===== config.mk =====
export PLATFORM = sky130hd
export DESIGN_NAME = conv_encoder_framed
export DESIGN_NICKNAME = d
export VERILOG_FILES = /design/src/rtl/conv_pkg.sv /design/src/rtl/conv_out_reg.sv /design/src/rtl/conv_encoder_framed.sv
export SDC_FILE = /design/constraint.sdc
export NUM_CORES = 1
export LEC_CHECK = 0
export CELL_PAD_IN_SITES_DETAIL_PLACEMENT = 2
export CELL_PAD_IN_SITES_GLOBAL_PLACEMENT = 2
export CORE_UTILIZATION = 28
export CTS_BUF_LIST = sky130_fd_sc_hd__clkbuf_4 sky130_fd_sc_hd__clkbuf_8
export DETAILED_ROUTE_END_ITERATION = 10
export PLACE_DENSITY_LB_ADDON = 0.1
export SLEW_MARGIN = 20
export SYNTH_ARGS = -nofsm -noshare
export SYNTH_HDL_FRONTEND = slang
export SYNTH_HIERARCHICAL = 1
export SYNTH_SLANG_ARGS = --single-unit

===== constraint.sdc =====
create_clock -name CLK -period 1.84 [get_ports CLK]
set_input_delay 0.368 -clock CLK [delete_from_list [all_inputs] [get_ports CLK]]
set_output_delay 0.368 -clock CLK [all_outputs]
set_load 0.05 [all_outputs]

===== src/rtl/conv_pkg.sv =====
// Shared definitions for the convolutional encoder and its Viterbi partner:
// FSM state encoding, default K=3 (7,5 octal) generators, the rate-2/3
// puncture pattern and the parity helper used by the branch-metric unit.
package conv_pkg;

    // Encoder FSM: information bits, then K-1 zero tail symbols.
    typedef enum logic {
        DATA = 1'b0,
        TAIL = 1'b1
    } conv_state_t;

    // Largest supported constraint length; parity helper is sized to it.
    localparam int CONV_MAX_K = 9;

    // Default code: K=3, generators 7 and 5 octal.
    localparam int         CONV_DEF_K  = 3;
    localparam logic [2:0] CONV_DEF_G0 = 3'b111;
    localparam logic [2:0] CONV_DEF_G1 = 3'b101;

    // Puncture masks, bit0 = parity 0, bit1 = parity 1 (1 = transmitted).
    localparam logic [1:0] PUNCT_MASK_P0 = 2'b11;
    localparam logic [1:0] PUNCT_MASK_P1 = 2'b01;

    // One output symbol as held in the output register.
    typedef struct packed {
        logic [1:0] parities;
        logic [1:0] mask;
        logic       last;
    } conv_sym_t;

    // Parity of a window against a generator. Both operands are
    // zero-extended to CONV_MAX_K so one helper serves every K.
    function automatic logic conv_parity(input logic [CONV_MAX_K-1:0] window,
                                         input logic [CONV_MAX_K-1:0] poly);
        return ^(window & poly);
    endfunction

endpackage


===== src/rtl/conv_out_reg.sv =====
// Single-entry valid/ready output register for encoder symbols. The producer
// may load only when slot_free, which also allows load in the same cycle the
// sink drains the current entry (full throughput with out_ready held high).
module conv_out_reg
    import conv_pkg::*;
(
    input  logic       CLK,
    input  logic       RST,
    input  logic       load,
    input  conv_sym_t  sym_in,
    input  logic       out_ready,
    output logic       out_valid,
    output logic [1:0] parities,
    output logic [1:0] out_mask,
    output logic       out_last,
    output logic       slot_free
);

    assign slot_free = !out_valid || out_ready;

    // Hold the symbol while stalled; replace it on load, empty on drain.
    always_ff @(posedge CLK) begin
        if (RST) begin
            out_valid <= 1'b0;
            parities  <= 2'b00;
            out_mask  <= 2'b11;
            out_last  <= 1'b0;
        end else if (load) begin
            out_valid <= 1'b1;
            parities  <= sym_in.parities;
            out_mask  <= sym_in.mask;
            out_last  <= sym_in.last;
        end else if (out_ready) begin
            out_valid <= 1'b0;
        end
    end

endmodule


===== src/rtl/conv_encoder_framed.sv =====
// Framed rate-1/2 convolutional encoder with zero-tail termination.
// Each frame is FRAME_LEN information symbols followed by K-1 tail symbols
// that flush the shift register back to state 0 for the Viterbi decoder.
// Optional rate-2/3 puncturing is enabled by defining CONV_ENC_PUNCTURE_EN.
module conv_encoder_framed
    import conv_pkg::*;
#(
    parameter int           K         = CONV_DEF_K,
    parameter logic [K-1:0] G0        = CONV_DEF_G0,
    parameter logic [K-1:0] G1        = CONV_DEF_G1,
    parameter int           FRAME_LEN = 8
) (
    input  logic        CLK,
    input  logic        RST,
    input  logic        in_valid,
    input  logic        in_bit,
    output logic        in_ready,
    output logic        out_valid,
    input  logic        out_ready,
    output logic [1:0]  parities,
    output logic [1:0]  out_mask,
    output logic        out_last,
    output logic [15:0] frame_cnt
);

    localparam int BCW = (FRAME_LEN > 1) ? $clog2(FRAME_LEN) : 1;
    localparam int TCW = $clog2(K);

    conv_state_t          state, state_nx;
    logic [K-2:0]         sr, sr_nx;
    logic [BCW-1:0]       bit_cnt, bit_cnt_nx;
    logic [TCW-1:0]       tail_cnt, tail_cnt_nx;
    logic [15:0]          frame_cnt_q;
    logic                 slot_free;
    logic                 fire;
    logic                 u;
    logic                 last_sym;
    logic                 frame_done;
    logic [K-1:0]         window;
    conv_sym_t            sym;

    // Window bit K-1 is the current input and bit 0 the oldest stored bit,
    // so generator bit K-1-j taps the input j symbols back. The register
    // keeps the newest past bit in sr[0], hence the reversal here.
    always_comb begin
        window      = '0;
        window[K-1] = u;
        for (int j = 1; j < K; j++) begin
            window[K-1-j] = sr[j-1];
        end
    end

    assign sym.parities[0] = conv_parity(CONV_MAX_K'(window), CONV_MAX_K'(G0));
    assign sym.parities[1] = conv_parity(CONV_MAX_K'(window), CONV_MAX_K'(G1));
    assign sym.last        = last_sym;

`ifdef CONV_ENC_PUNCTURE_EN
    logic phase;

    // Puncture phase alternates per produced symbol and restarts each frame.
    always_ff @(posedge CLK) begin
        if (RST) begin
            phase <= 1'b0;
        end else if (fire) begin
            phase <= last_sym ? 1'b0 : ~phase;
        end
    end

    assign sym.mask = phase ? PUNCT_MASK_P1 : PUNCT_MASK_P0;
`else
    assign sym.mask = PUNCT_MASK_P0;
`endif

    // Next-state logic: accept data bits, then emit K-1 zero-input tail symbols.
    always_comb begin
        state_nx    = state;
        sr_nx       = sr;
        bit_cnt_nx  = bit_cnt;
        tail_cnt_nx = tail_cnt;
        in_ready    = 1'b0;
        fire        = 1'b0;
        u           = 1'b0;
        last_sym    = 1'b0;
        frame_done  = 1'b0;
        case (state)
            DATA: begin
                in_ready = slot_free;
                u        = in_bit;
                if (in_valid && slot_free) begin
                    fire = 1'b1;
                    if (bit_cnt == BCW'(FRAME_LEN - 1)) begin
                        bit_cnt_nx = '0;
                        state_nx   = TAIL;
                    end else begin
                        bit_cnt_nx = bit_cnt + 1'b1;
                    end
                end
            end
            TAIL: begin
                if (slot_free) begin
                    fire = 1'b1;
                    if (tail_cnt == TCW'(K - 2)) begin
                        last_sym    = 1'b1;
                        frame_done  = 1'b1;
                        tail_cnt_nx = '0;
                        state_nx    = DATA;
                    end else begin
                        tail_cnt_nx = tail_cnt + 1'b1;
                    end
                end
            end
            default: state_nx = DATA;
        endcase
        // The final tail symbol leaves the register at zero by construction;
        // clearing explicitly keeps the next frame's start state obvious.
        if (fire) begin
            sr_nx = last_sym ? '0 : {sr[K-3:0], u};
        end
    end

    // State, shift register, counters and completed-frame count.
    always_ff @(posedge CLK) begin
        if (RST) begin
            state       <= DATA;
            sr          <= '0;
            bit_cnt     <= '0;
            tail_cnt    <= '0;
            frame_cnt_q <= 16'd0;
        end else begin
            state    <= state_nx;
            sr       <= sr_nx;
            bit_cnt  <= bit_cnt_nx;
            tail_cnt <= tail_cnt_nx;
            if (frame_done) begin
                frame_cnt_q <= frame_cnt_q + 16'd1;
            end
        end
    end

    assign frame_cnt = frame_cnt_q;

    conv_out_reg u_out_reg (
        .CLK       (CLK),
        .RST       (RST),
        .load      (fire),
        .sym_in    (sym),
        .out_ready (out_ready),
        .out_valid (out_valid),
        .parities  (parities),
        .out_mask  (out_mask),
        .out_last  (out_last),
        .slot_free (slot_free)
    );

endmodule


==> Yosys cells after proc, flatten, opt, wreduce, memory -nomap -nowiden <==
Cells that the tools add are included.
{ "word_totals": {"inputBits": 5, "elab_cells": 40, "ff_bits": 28} }
{ "classes": {"n_eq_ne": 2, "mux": 18, "n_reduce_logical": 8, "add_sub_neg": 3, "n_bitwise": 1} }
{ "op_table": {"columns": ["op", "count"], "rows": [
  ["$reduce_xor 9->1", 2],
  ["$add 16x1->16 const B", 1],
  ["$mux 1", 13],
  ["$mux 2", 2],
  ["$pmux 1 s2", 2],
  ["$reduce_and 2->1", 2],
  ["$add 3x1->3 const B", 1],
  ["$eq 3x3->1 const B", 1],
  ["$mux 3", 1],
  ["$add 2x1->2 const B", 1],
  ["$eq 2x1->1 const B", 1],
  ["$reduce_bool 2->1", 1],
  ["$logic_and 1x1->1", 1],
  ["$logic_not 1->1", 1],
  ["$logic_or 1x1->1", 1],
  ["$not 1->1", 1]
]} }

==> Longest topological paths before layout <==
{ "logic_depth": {"depth_word": 6, "ltp_mapped": 7, "ltp_nobuf": 6} }

==> Hierarchy <==
The synthesis kept the hierarchy.
{ "modules_own_cells": {"columns": ["module", "cells_each", "area_each_um2", "instances"], "rows": [
  ["conv_encoder_framed", 128, 1091.0, 1],
  ["conv_out_reg", 20, 222.7, 1]
]} }

==> Worst setup path before layout <==
OpenSTA, ideal clock, no wires.
{ "synth_timing": {"kind": "register to register", "from": "register frame_cnt_q[4], in the netlist frame_cnt[4]", "to": "register frame_cnt_q[14], in the netlist frame_cnt[14]", "setup_slack_ns": -0.182, "arrival_ns": 1.951, "synth_period_minus_slack_ns": 2.022, "stages_incl_launch_ff": 5, "cell_sequence": "dfxtp_1 -> nand4_2 -> or4_4 -> or3_1 -> a21oi_1"} }
{ "synth_between": {"elab_chain_len": 1} }
{ "synth_rtl": {"columns": ["item", "line", "source"], "rows": [
  ["start: declaration", "conv_encoder_framed.sv:33", "logic [15:0] frame_cnt_q;"],
  ["start signal: assignment", "conv_encoder_framed.sv:135", "frame_cnt_q <= frame_cnt_q + 16'd1;"],
  ["$add 16x1->16", "conv_encoder_framed.sv:135", null]
]} }
Every way passes these cells.
A chain may end at the register's enable or synchronous reset.

==> Worst setup path after layout <==
{ "layout_timing": {"from": "input port out_ready", "to": "output port in_ready"} }
{ "layout_between": {"elab_chain_len": 2} }
{ "layout_rtl": {"columns": ["item", "line", "source"], "rows": [
  ["start: declaration", "conv_encoder_framed.sv:19", "input logic out_ready,"],
  ["$logic_or 1x1->1", "conv_out_reg.sv:19", "assign slot_free = !out_valid || out_ready;"],
  ["via slot_free", "conv_encoder_framed.sv:34", "logic slot_free;"],
  ["$mux 1", "conv_encoder_framed.sv:85", "case (state)"],
  ["end: declaration", "conv_encoder_framed.sv:17", "output logic in_ready,"]
]} }
The timed path passes the listed nets, and every way through them passes these cells.

==> summary.md <==
| Metric | Value |
|---|---|
| Maxcap violations | 0 |
| Status | complete, but fails checks |
| Post-Place Cells | around 230 |
| Met2 wire len | between 1.5 and 2 mm |
| Worst endpoint required time | about 1500 ps |
| Clk pin slew, worst setup/hold paths | roughly 60 ps |
| 1st-iter DRT viols | 30 |
| Clk sinks | 30 |
| Crit share post-route | a little under 100% |
| Die height | approximately 70 microns |
| Layout Nets | between 150 and 200 |
| Vias/cell | 4.905 |
| Vias in the first global route | ~1300 |
| Proportion of layout cells with a drive suffix above 1 | between 20% and 30% |
| Ys async rst share | 0% |
| Syn Inst Count | between 100 and 150 |
| Synth-to-layout area growth | 37.24% |
| Yosys reg bits | 30 |
| Drt drc | 2 |
| Crit-path max FO | 6 |
| 1st-pass router iterations | 6 |
| Cell Area, Placed | 0.001685 sq mm |
| Final wirelength | roughly 3.4 mm |
| Post-route ant nets | 0 |
| CTS tree | built |
| Flop2flop setup slack | roughly 140 ps |
| Min cycle time layout | between 1500 and 2000 ps |
| Tot GR Track Use | 15.13% |
| Slew Limit Fails | 0 |
| PD cells | approximately 760 mW/mm^2 |
| Diode count | 0 |
| Post-Syn Area | ~0.0013 sq mm |
| Crit. End Element | output pin |
| Yosys warns | 6 |
| # H-tree levels | 2 |
| Non-Filler Instances | ~240 |
| Hold path depth | 2 |
| I/O pins | 28 |
| Antenna violations before repair | 0 |
| Top layer reached by signal wires | met4 |
| Worst-Margin Slew | 497.2 ps |
| Skew-Pair Late Insertion Delay | 270 ps |
| Setup WS post-layout | about 37 ps |
| RSZ-0062 raised after global routing | yes |
| Skew final | 2.940 ps |
| GR Overflow Total | 0 |
| Effective utilization at floorplan | 29.56% |
| Die area | a little under 0.005 sq mm |
| Port bufs | 27 |
| Worst Setup SP | out_ready |
| Clock buffer depth | 2 |
| CTS root buffer | clkbuf_8 |
| Hold Path Class | register to register |
| CP Launch Type | input pin |
| Largest net degree at the start of global routing | 31 |
| Fin util | 40.57% |
| Maximum VDD drop | 0.3381 mV |
| Routability cong. | ~0.7 |
| Setup violations, final | 0 |
| Critical Path AT | roughly 1400 ps |
| Rel. slew slack | between 60% and 70% |
| Max Freq | 0.5547 GHz |
| Failing checks | design-rule violations |
| Hold worst-path end | bit_cnt[0]$_SDFFE_PP0P_ |
| Sequential-to-total area share from yosys stat | a little under half |
| Core ar. | 0.004444 sq mm |
| Clock power share | between 40% and 50% |
| Pleak | around 0.72 nW |
| Cell internal pwr | 1.037 mW |
| Power consumption | between 1 and 1.5 mW |
| Hold WS | between 400 and 500 ps |
| Post-DP HPWL | ~2.5 mm |
| Fin area | approximately 0.0018 sq mm |
| CTS Buf Count | 5 |
| Switching part of the total | about a quarter |
| Met3 wire length | roughly 110 microns |
| Endpoints failing hold | 0 |
| DR WL/cell | about 14 microns |
| Worst flop-to-flop path endpoint | frame_cnt[14]$_SDFFE_PP0P_ |
| Syn avg cell area | slightly below 9 sq um |
| Sw Pwr | 334.2 uW |
| Flop pwr share | 49.0% |
| WS Path Type | input pin to output pin |
| Via count | between 1000 and 1500 |
| Metal-1 WL | 1.629 mm |
| Synth cell types | 31 |
| Fin Setup TNS | 0 ps |
| First-pass GRT wire length | around 5.9 mm |
| Worst hold start | bit_cnt[0]$_SDFFE_PP0P_ |
| Comb power frac | about a tenth |
| Post-synth top flop | dfxtp_1 |
| R2r startpoint | frame_cnt[0]$_SDFFE_PP0P_ |
| Path depth of the worst reg2reg path | 5 |
| Place WS | -359.9 ps |
| Die width | about 70 microns |
| # rows | 24 |
| Post-synth EDFFs | 0 |
[worst max path at each step]
| stage | cells after the start | slack, ps | end |
|---|---|---|---|
| 6_report | 5 | 40 | in_ready |
| 5_1_grt | 7 | -0.7 | frame_cnt[13]$_SDFFE_PP0P_ |
| 4_1_cts | 5 | 3 | in_ready |
| 3_5_place_dp | 6 | -360 | frame_cnt[14]$_SDFFE_PP0P_ |
| 3_3_place_gp | 6 | -300 | frame_cnt[14]$_SDFFE_PP0P_ |
| 2_1_floorplan | 4 | 7 | frame_cnt[14]$_SDFFE_PP0P_ |
[registers in the layout (all words and copies together), names as in the netlist]
signal,cells
u_out_reg/out_valid,1
u_out_reg/out_mask,2
frame_cnt,16
state,1
tail_cnt,2
bit_cnt,3
sr,2
u_out_reg/parities,2
u_out_reg/out_last,1
[power by group through the flow]
stage,combinational (mW),clock (mW),sequential (mW)
2_1_floorplan,0.0508,0,0.715
4_1_cts,0.136,0.594,0.672
3_5_place_dp,0.134,0,0.686
3_3_place_gp,0.129,0,0.686
6_report,0.136,0.563,0.672
5_1_grt,0.146,0.616,0.673
[cell usage after synthesis, types with 2 or more instances]
library cell	n	area, sq um
nor3_1	4	20.02
nand4b_1	2	17.52
nand2b_1	2	12.51
a21oi_1	10	50.05
ha_1	3	37.54
o21ai_0	5	25.02
mux2i_1	3	30.03
and2_1	2	12.51
or3_1	4	25.02
clkbuf_1	3	11.26
dfxtp_1	30	600.6
nor2b_2	2	17.52
xor2_1	4	35.03
inv_1	6	22.52
a211o_1	2	17.52
nand3_1	8	40.04
nand2_1	15	56.30
xnor2_1	10	87.58
nor2_1	17	63.81
nor4_1	4	25.02
a22oi_1	2	15.01
[kinds of logic after synthesis]
logic type | after synthesis | synth area share [%]
AOI/OAI and AO/OA | 20 | 8.857
muxes | 3 | 2.286
and+or+nand+nor | 67 | 27.24
other | 1 | 0.2854
adders and majority gates | 3 | 2.857
xor gates and xnor gates | 14 | 9.333
DFF | 30 | 45.71
buffers and inverters | 10 | 3.428
[layer usage]
metal  vias up  GRT usage [%]
li1        592              -
met1       573          19.11
met2        18          25.24
met3         4          4.329
met4         0          4.082
met5         -              0
[worst max-delay path, stage by stage]
cell and delay (ps):
clkdlybuf4s50_1 410, nand2b_4 150, buf_6 130, and2b_2 220
buf_12 150
[cell usage in the layout (no fill, tap or decap), drive strengths merged, types with 6 or more instances in the layout]
cell type	count
inv	6
nor2	17
dfxtp	30
a21oi	10
clkbuf	7
xnor2	10
nand3	8
clkdlybuf4s50	7
buf	30
nand2	15
[area by class of cell]
type,instances,area (sq um)
fill,508,2641
multi-input combinational,109,683.2
sequential,30,613.1
timing repair buffer,37,324.1
clock buffer,7,90.09
tap,52,65.06
inverter,6,22.52
clock inverter,1,5.005
[what timing repair did]
action,in CTS,in global routing
buffers inserted,0,1
resized for setup,1,4
cloned,0,0
endpoints found under the setup margin,2,3
hold buffers,0,0
pin swaps,2,0
Note: power is estimated with default switching activity, not from simulation.
